### config.mk
export PLATFORM = sky130hd
export DESIGN_NAME = uart_rx_cfg
export DESIGN_NICKNAME = d
export VERILOG_FILES = /design/src/rtl/uart_pkg.sv /design/src/rtl/uart_bit_timer.sv /design/src/rtl/uart_rx_cfg.sv
export SDC_FILE = /design/constraint.sdc
export NUM_CORES = 1
export LEC_CHECK = 0
export CAP_MARGIN = 15
export CORE_MARGIN = 2
export CORE_UTILIZATION = 25
export DETAILED_ROUTE_END_ITERATION = 8
export PLACE_DENSITY_LB_ADDON = 0.25
export SLEW_MARGIN = 40
export SYNTH_ARGS = -nofsm -noshare
export SYNTH_HDL_FRONTEND = slang
export SYNTH_SLANG_ARGS = --single-unit
### constraint.sdc
create_clock -name clk -period 2.2 [get_ports clk]
set_input_delay 0.44 -clock clk [delete_from_list [all_inputs] [get_ports clk]]
set_output_delay 0.44 -clock clk [all_outputs]
set_load 0.02 [all_outputs]
### src/rtl/uart_pkg.sv
// Shared types and helpers for the configurable UART receiver.
package uart_pkg;

  typedef enum logic [1:0] {
    PARITY_NONE = 2'd0,
    PARITY_ODD  = 2'd1,
    PARITY_EVEN = 2'd2
  } parity_e;

  typedef enum logic [2:0] {
    ST_IDLE,
    ST_START,
    ST_DATA,
    ST_PARITY,
    ST_STOP,
    ST_BREAK
  } rx_state_e;

  // Counter width for a counter that runs 0..n-1; never narrower than 1 bit.
  function automatic int cnt_width(input int n);
    return (n <= 2) ? 1 : $clog2(n);
  endfunction

endpackage

### src/rtl/uart_bit_timer.sv
// Bit-period timer with 3-sample majority vote around mid-bit.
// decide strobes at t_count==H+1 (majority valid that cycle); wrap strobes at the last count of the bit.
module uart_bit_timer
  import uart_pkg::*;
#(
  parameter int BAUDGEN_PERIOD = 1600
) (
  input  logic clk,
  input  logic reset,
  input  logic clear,
  input  logic rx_sync,
  output logic bit_val,
  output logic decide,
  output logic wrap
);

  localparam int TW = cnt_width(BAUDGEN_PERIOD);
  localparam int H  = BAUDGEN_PERIOD / 2;
  localparam logic [TW-1:0] T_S0   = TW'(H - 1);
  localparam logic [TW-1:0] T_S1   = TW'(H);
  localparam logic [TW-1:0] T_DEC  = TW'(H + 1);
  localparam logic [TW-1:0] T_LAST = TW'(BAUDGEN_PERIOD - 1);

  logic [TW-1:0] t_count;
  logic          s0;
  logic          s1;

  always_ff @(posedge clk) begin
    if (reset || clear) begin
      t_count <= '0;
    end else if (t_count == T_LAST) begin
      t_count <= '0;
    end else begin
      t_count <= t_count + 1'b1;
    end
  end

  always_ff @(posedge clk) begin
    if (reset) begin
      s0 <= 1'b1;
      s1 <= 1'b1;
    end else begin
      if (t_count == T_S0) s0 <= rx_sync;
      if (t_count == T_S1) s1 <= rx_sync;
    end
  end

  // Third sample is the live line at the decision cycle itself.
  assign bit_val = (s0 & s1) | (s0 & rx_sync) | (s1 & rx_sync);
  assign decide  = !clear && (t_count == T_DEC);
  assign wrap    = !clear && (t_count == T_LAST);

endmodule

### src/rtl/uart_rx_cfg.sv
// Configurable UART receiver: 5-9 data bits, optional parity, 1-2 stop bits, break detect, held output word.
// valid rises one clock after the last stop decision; while valid&!ready a new frame is dropped with a 1-cycle overrun.
module uart_rx_cfg
  import uart_pkg::*;
#(
  parameter int NUM_SYNC_STAGE = 5,
  parameter int BAUDGEN_PERIOD = 1600,
  parameter int DATA_BITS      = 8,
  parameter int PARITY         = 0,
  parameter int STOP_BITS      = 1
) (
  input  logic                 clk,
  input  logic                 reset,
  input  logic                 rx_in,
  input  logic                 ready,
  output logic                 valid,
  output logic [DATA_BITS-1:0] d_out,
  output logic                 p_error,
  output logic                 f_error,
  output logic                 break_det,
  output logic                 overrun,
  output logic                 busy
);

  localparam int               BW        = cnt_width(DATA_BITS);
  localparam logic [BW-1:0]    LAST_BIT  = BW'(DATA_BITS - 1);
  localparam logic             LAST_STOP = 1'(STOP_BITS - 1);
  localparam parity_e          PMODE     = parity_e'(PARITY);

  logic [NUM_SYNC_STAGE-1:0] sync;
  logic                      rx_sync;
  rx_state_e                 state;
  rx_state_e                 state_next;
  logic                      bit_val;
  logic                      decide;
  logic                      wrap;
  logic [BW-1:0]             bit_cnt;
  logic                      stop_cnt;
  logic [DATA_BITS-1:0]      sh;
  logic                      par_bit;
  logic                      f_acc;
  logic                      brk_cand;
  logic                      frame_done;
  logic                      frame_brk;
  logic                      perr;
  logic                      load;

  always_ff @(posedge clk) begin
    if (reset) sync <= '1;
    else       sync <= {sync[NUM_SYNC_STAGE-2:0], rx_in};
  end
  assign rx_sync = sync[NUM_SYNC_STAGE-1];

  uart_bit_timer #(
    .BAUDGEN_PERIOD(BAUDGEN_PERIOD)
  ) u_timer (
    .clk     (clk),
    .reset   (reset),
    .clear   (state == ST_IDLE),
    .rx_sync (rx_sync),
    .bit_val (bit_val),
    .decide  (decide),
    .wrap    (wrap)
  );

  // A break is only recognised on the first stop bit, with every earlier bit low.
  assign brk_cand = (stop_cnt == 1'b0) && !bit_val && (sh == '0) &&
                    ((PMODE == PARITY_NONE) || !par_bit);
  assign perr     = (PMODE != PARITY_NONE) &&
                    ((^sh ^ par_bit) != (PMODE == PARITY_ODD));

  always_ff @(posedge clk) begin
    if (reset) state <= ST_IDLE;
    else       state <= state_next;
  end

  always_comb begin
    state_next = state;
    frame_done = 1'b0;
    frame_brk  = 1'b0;
    case (state)
      ST_IDLE:   if (!rx_sync) state_next = ST_START;
      ST_START: begin
        if (decide && bit_val) state_next = ST_IDLE;
        else if (wrap)         state_next = ST_DATA;
      end
      ST_DATA: begin
        if (wrap && (bit_cnt == LAST_BIT))
          state_next = (PMODE != PARITY_NONE) ? ST_PARITY : ST_STOP;
      end
      ST_PARITY: if (wrap) state_next = ST_STOP;
      ST_STOP: begin
        if (decide) begin
          if (brk_cand) begin
            frame_done = 1'b1;
            frame_brk  = 1'b1;
            state_next = ST_BREAK;
          end else if (stop_cnt == LAST_STOP) begin
            frame_done = 1'b1;
            state_next = ST_IDLE;
          end
        end
      end
      ST_BREAK:  if (rx_sync) state_next = ST_IDLE;
      default:   state_next = ST_IDLE;
    endcase
  end

  always_ff @(posedge clk) begin
    if (reset) begin
      bit_cnt  <= '0;
      stop_cnt <= 1'b0;
      sh       <= '0;
      par_bit  <= 1'b0;
      f_acc    <= 1'b0;
    end else begin
      if (state == ST_IDLE) begin
        bit_cnt  <= '0;
        stop_cnt <= 1'b0;
        f_acc    <= 1'b0;
      end
      if (state == ST_DATA && decide)             sh       <= {bit_val, sh[DATA_BITS-1:1]};
      if (state == ST_DATA && wrap)               bit_cnt  <= bit_cnt + 1'b1;
      if (state == ST_PARITY && decide)           par_bit  <= bit_val;
      if (state == ST_STOP && decide && !bit_val) f_acc    <= 1'b1;
      if (state == ST_STOP && wrap)               stop_cnt <= stop_cnt + 1'b1;
    end
  end

  assign load = frame_done && (!valid || ready);

  always_ff @(posedge clk) begin
    if (reset) begin
      valid     <= 1'b0;
      d_out     <= '0;
      p_error   <= 1'b0;
      f_error   <= 1'b0;
      break_det <= 1'b0;
      overrun   <= 1'b0;
    end else begin
      overrun <= frame_done && valid && !ready;
      if (load) begin
        valid     <= 1'b1;
        d_out     <= frame_brk ? '0 : sh;
        p_error   <= !frame_brk && perr;
        f_error   <= frame_brk || f_acc || !bit_val;
        break_det <= frame_brk;
      end else if (ready) begin
        valid <= 1'b0;
      end
    end
  end

  assign busy = (state != ST_IDLE);

endmodule

==> metrics.cfg <==
[synth]
synth_adder_area_share_pct=3.64
avgSynthCellArea_um2=8.90
synth_cell_types=41
synth_most_common_cell=dfxtp_1
synth-simple-area-share_pct=28.3
synthTopCellsByCount=dfxtp_1 (46), nand2_1 (28), nor2_1 (28), a21oi_1 (15)
synth_top_family_by_area=simple AND/OR/NAND/NOR gates
synth_cells=224
async_flop_share_pct=0
synth_mux_area_share_pct=5.08
ys_ff_latch=46
synth-xor-area-share_pct=3.95
netlist_area_um2=1990
yosysTopAreaCell=dfxtp_1
synth_edf_count=0
ys_top_cells_by_area=dfxtp_1 (46%), nand2_1 (5.3%), nor2_1 (5.3%)
yosysTopAreaCellShare_pct=46.2
seq_area_frac_synth_pct=46.2
ys_dominant_reg_cell=dfxtp_1
ys_warn_count=0
synth_compound_area_share_pct=8.66
syn_nets=233

[global_routing]
grt_pass1_wl_um=6720
grt_usage_pct=9.81
grt_pass1_vias=1391
antenna_found_initial=0
gr-total-overflow=0
grt_max_degree=19

[placed_design]
io_buffer_count=16
gp_congestion=0.823
dp_slack_ns=0.303
place_area_um2=2280
place_inst=337
hpwl_um=2910

[sta]
finalWorstSetupSlack_ns=0.129
timing.final.max_slew_violations=0
slew-limit-headroom_pct=64.1
finalCriticalPeriod_ns=2.07
tns_ns=0
hold_viol=0
setup_violations=0
worstMarginPinSlew_ns=0.532
rsz0062_at_grt=false
fin_crit_sh_pct=94.1
hold_slack_ns=0.415
max_freq_mhz=483
finClkSkew_ns=0.00854

[power]
finalPower_mw=1.58
internal_power_mw=1.15
combPwrFrac_pct=10.4
irDropWorstVdd_mv=0.357
switching_power_mw=0.428
power_leakage_nw=0.826
clkPwrFrac_pct=34.9
swShare_pct=27.1
p_seq_share_pct=54.7
power.density_nw_per_um2=664

[floorplanning]
coreArea_um2=7730
die_w_um=93.3
ios=18
rows=32
dieArea_um2=8710
die_h_um=93.3
initial_utilization_pct=25.8

[clocking]
cts_setup_buffers=0
postCtsHoldBufs=0
cts.sinks=46
insertion_delay_ns=0.30
clk_path_buf_depth=2
cts_buffers=5
cts_tree=built
cts_resized=0
ctsHtreeMaxLevel=2
cts_root_buf=clkbuf_8
path_clk_slew_ns=0.10

[hold_path]
holdPathStages=1
min_from=sync[0]$_SDFF_PP1_
hold_class=flip-flop to flip-flop

[routing]
detail-route-antenna-nets=0
routed_via_density=4.44
postRouteWirelength_um=3990
dr.pass1.iters=4
drt_iter0_drc=70
num_vias=1531
drc=0
wl_per_cell_um=11.6

[layout]
syn_to_final_growth_pct=19.5
layout.nets=251
fin_util_pct=30.8
drive_gt1_share_pct=11.9
diodes=0
finalNonFillerCells=345
fin_area_um2=2380

[setup_path]
worstSetupPathType=flip-flop to primary output
reg2reg_from=u_timer.t_count[4]$_SDFF_PP0_
cp_max_fo=9
reg2regPathDepth=5
worst_ep_arrival_time_ns=1.63
cp-start-kind=flip-flop
cp-startpoint=state[2]$_SDFFE_PP0P_
worstPathRequired_ns=1.76
setup.worst_path.end_class=primary output

[run]
drv_cap=0

[outcome]
status=completed

==> routing by layer <==
metal	up-vias	share of wire [%]	GRT usage (%)	routed length, um
met5	-	0	0	0
met1	697	55	14.2	2180
met2	22	41	13.9	1620
met3	5	2.8	2.26	110
li1	807	-	-	-
met4	0	2.0	4.04	78
==> placed cells by master, fill, tap and decap left out, types with 2 or more instances in the layout <==
cell and n:
nand2_1 28, ha_1 5, or2_2 5, buf_4 7, or4_1 3, and4_1 4, dfxtp_2 2, nor3b_1 2
nor4b_1 3, nand4_1 5, and3_1 4, o21ai_0 2, nor3_1 5, inv_1 7, inv_6 3, dfxtp_1 44
mux2i_1 9, xor2_1 4, nor4_1 2, a21oi_1 15, o211ai_1 4, clkdlybuf4s50_1 16, xnor2_1 5, nor2b_1 2
nor2_1 28, nand3_1 2, clkbuf_8 5, nand2b_1 4, and2_1 3
==> worst paths after layout <==
kind / end / slack [ns]
min reg2reg: sync[1]$_SDFF_PP1_ / 0.42
min: sync[1]$_SDFF_PP1_ / 0.42
max: busy / 0.13
max reg2reg: break_det$_SDFFE_PP0P_ / 0.26
==> power by group through the flow <==
| stage | sequential [mW] | combinational, mW | clock [mW] |
|---|---|---|---|
| floorplan | 0.873 | 0.115 | 0 |
| global placement | 0.882 | 0.164 | 0 |
| detailed placement | 0.883 | 0.164 | 0 |
| CTS | 0.864 | 0.165 | 0.576 |
| global route | 0.869 | 0.187 | 0.615 |
| finish | 0.865 | 0.164 | 0.553 |
==> cells by family after synthesis <==
logic type      count (synthesis)
flops                          46
fa+ha+maj                       6
mux                            10
xor+xnor                        9
compound gates                 27
buf+inv                        19
simple gates                  106
other cells                     1
==> flip-flops by register name (all words and copies together), names as in the netlist <==
| signal | flops |
|---|---|
| d_out | 8 |
| bit_cnt | 3 |
| overrun | 1 |
| f_acc | 1 |
| u_timer.s0 | 1 |
| sh | 8 |
| valid | 1 |
| break_det | 1 |
| u_timer.t_count | 11 |
| u_timer.s1 | 1 |
| stop_cnt | 1 |
| f_error | 1 |
| sync | 5 |
| state | 3 |
==> cell type report <==
| class | count | area [um^2] |
|---|---|---|
| Timing Repair Buffer | 23 | 213 |
| Tap cell | 102 | 128 |
| Inverter | 7 | 26.3 |
| Fill cell | 821 | 5340 |
| Clock inverter | 3 | 26.3 |
| Multi-Input combinational cell | 159 | 998 |
| Clock buffer | 5 | 68.8 |
| Sequential cell | 46 | 923 |
==> worst max-delay path, cell delays in order, from the launching register on <==
cell             delay [ns]
dfxtp_1                0.51
nor3_2                 0.08
inv_1                  0.12
clkdlybuf4s50_1        0.63
Power figures use the tool's default switching activity.
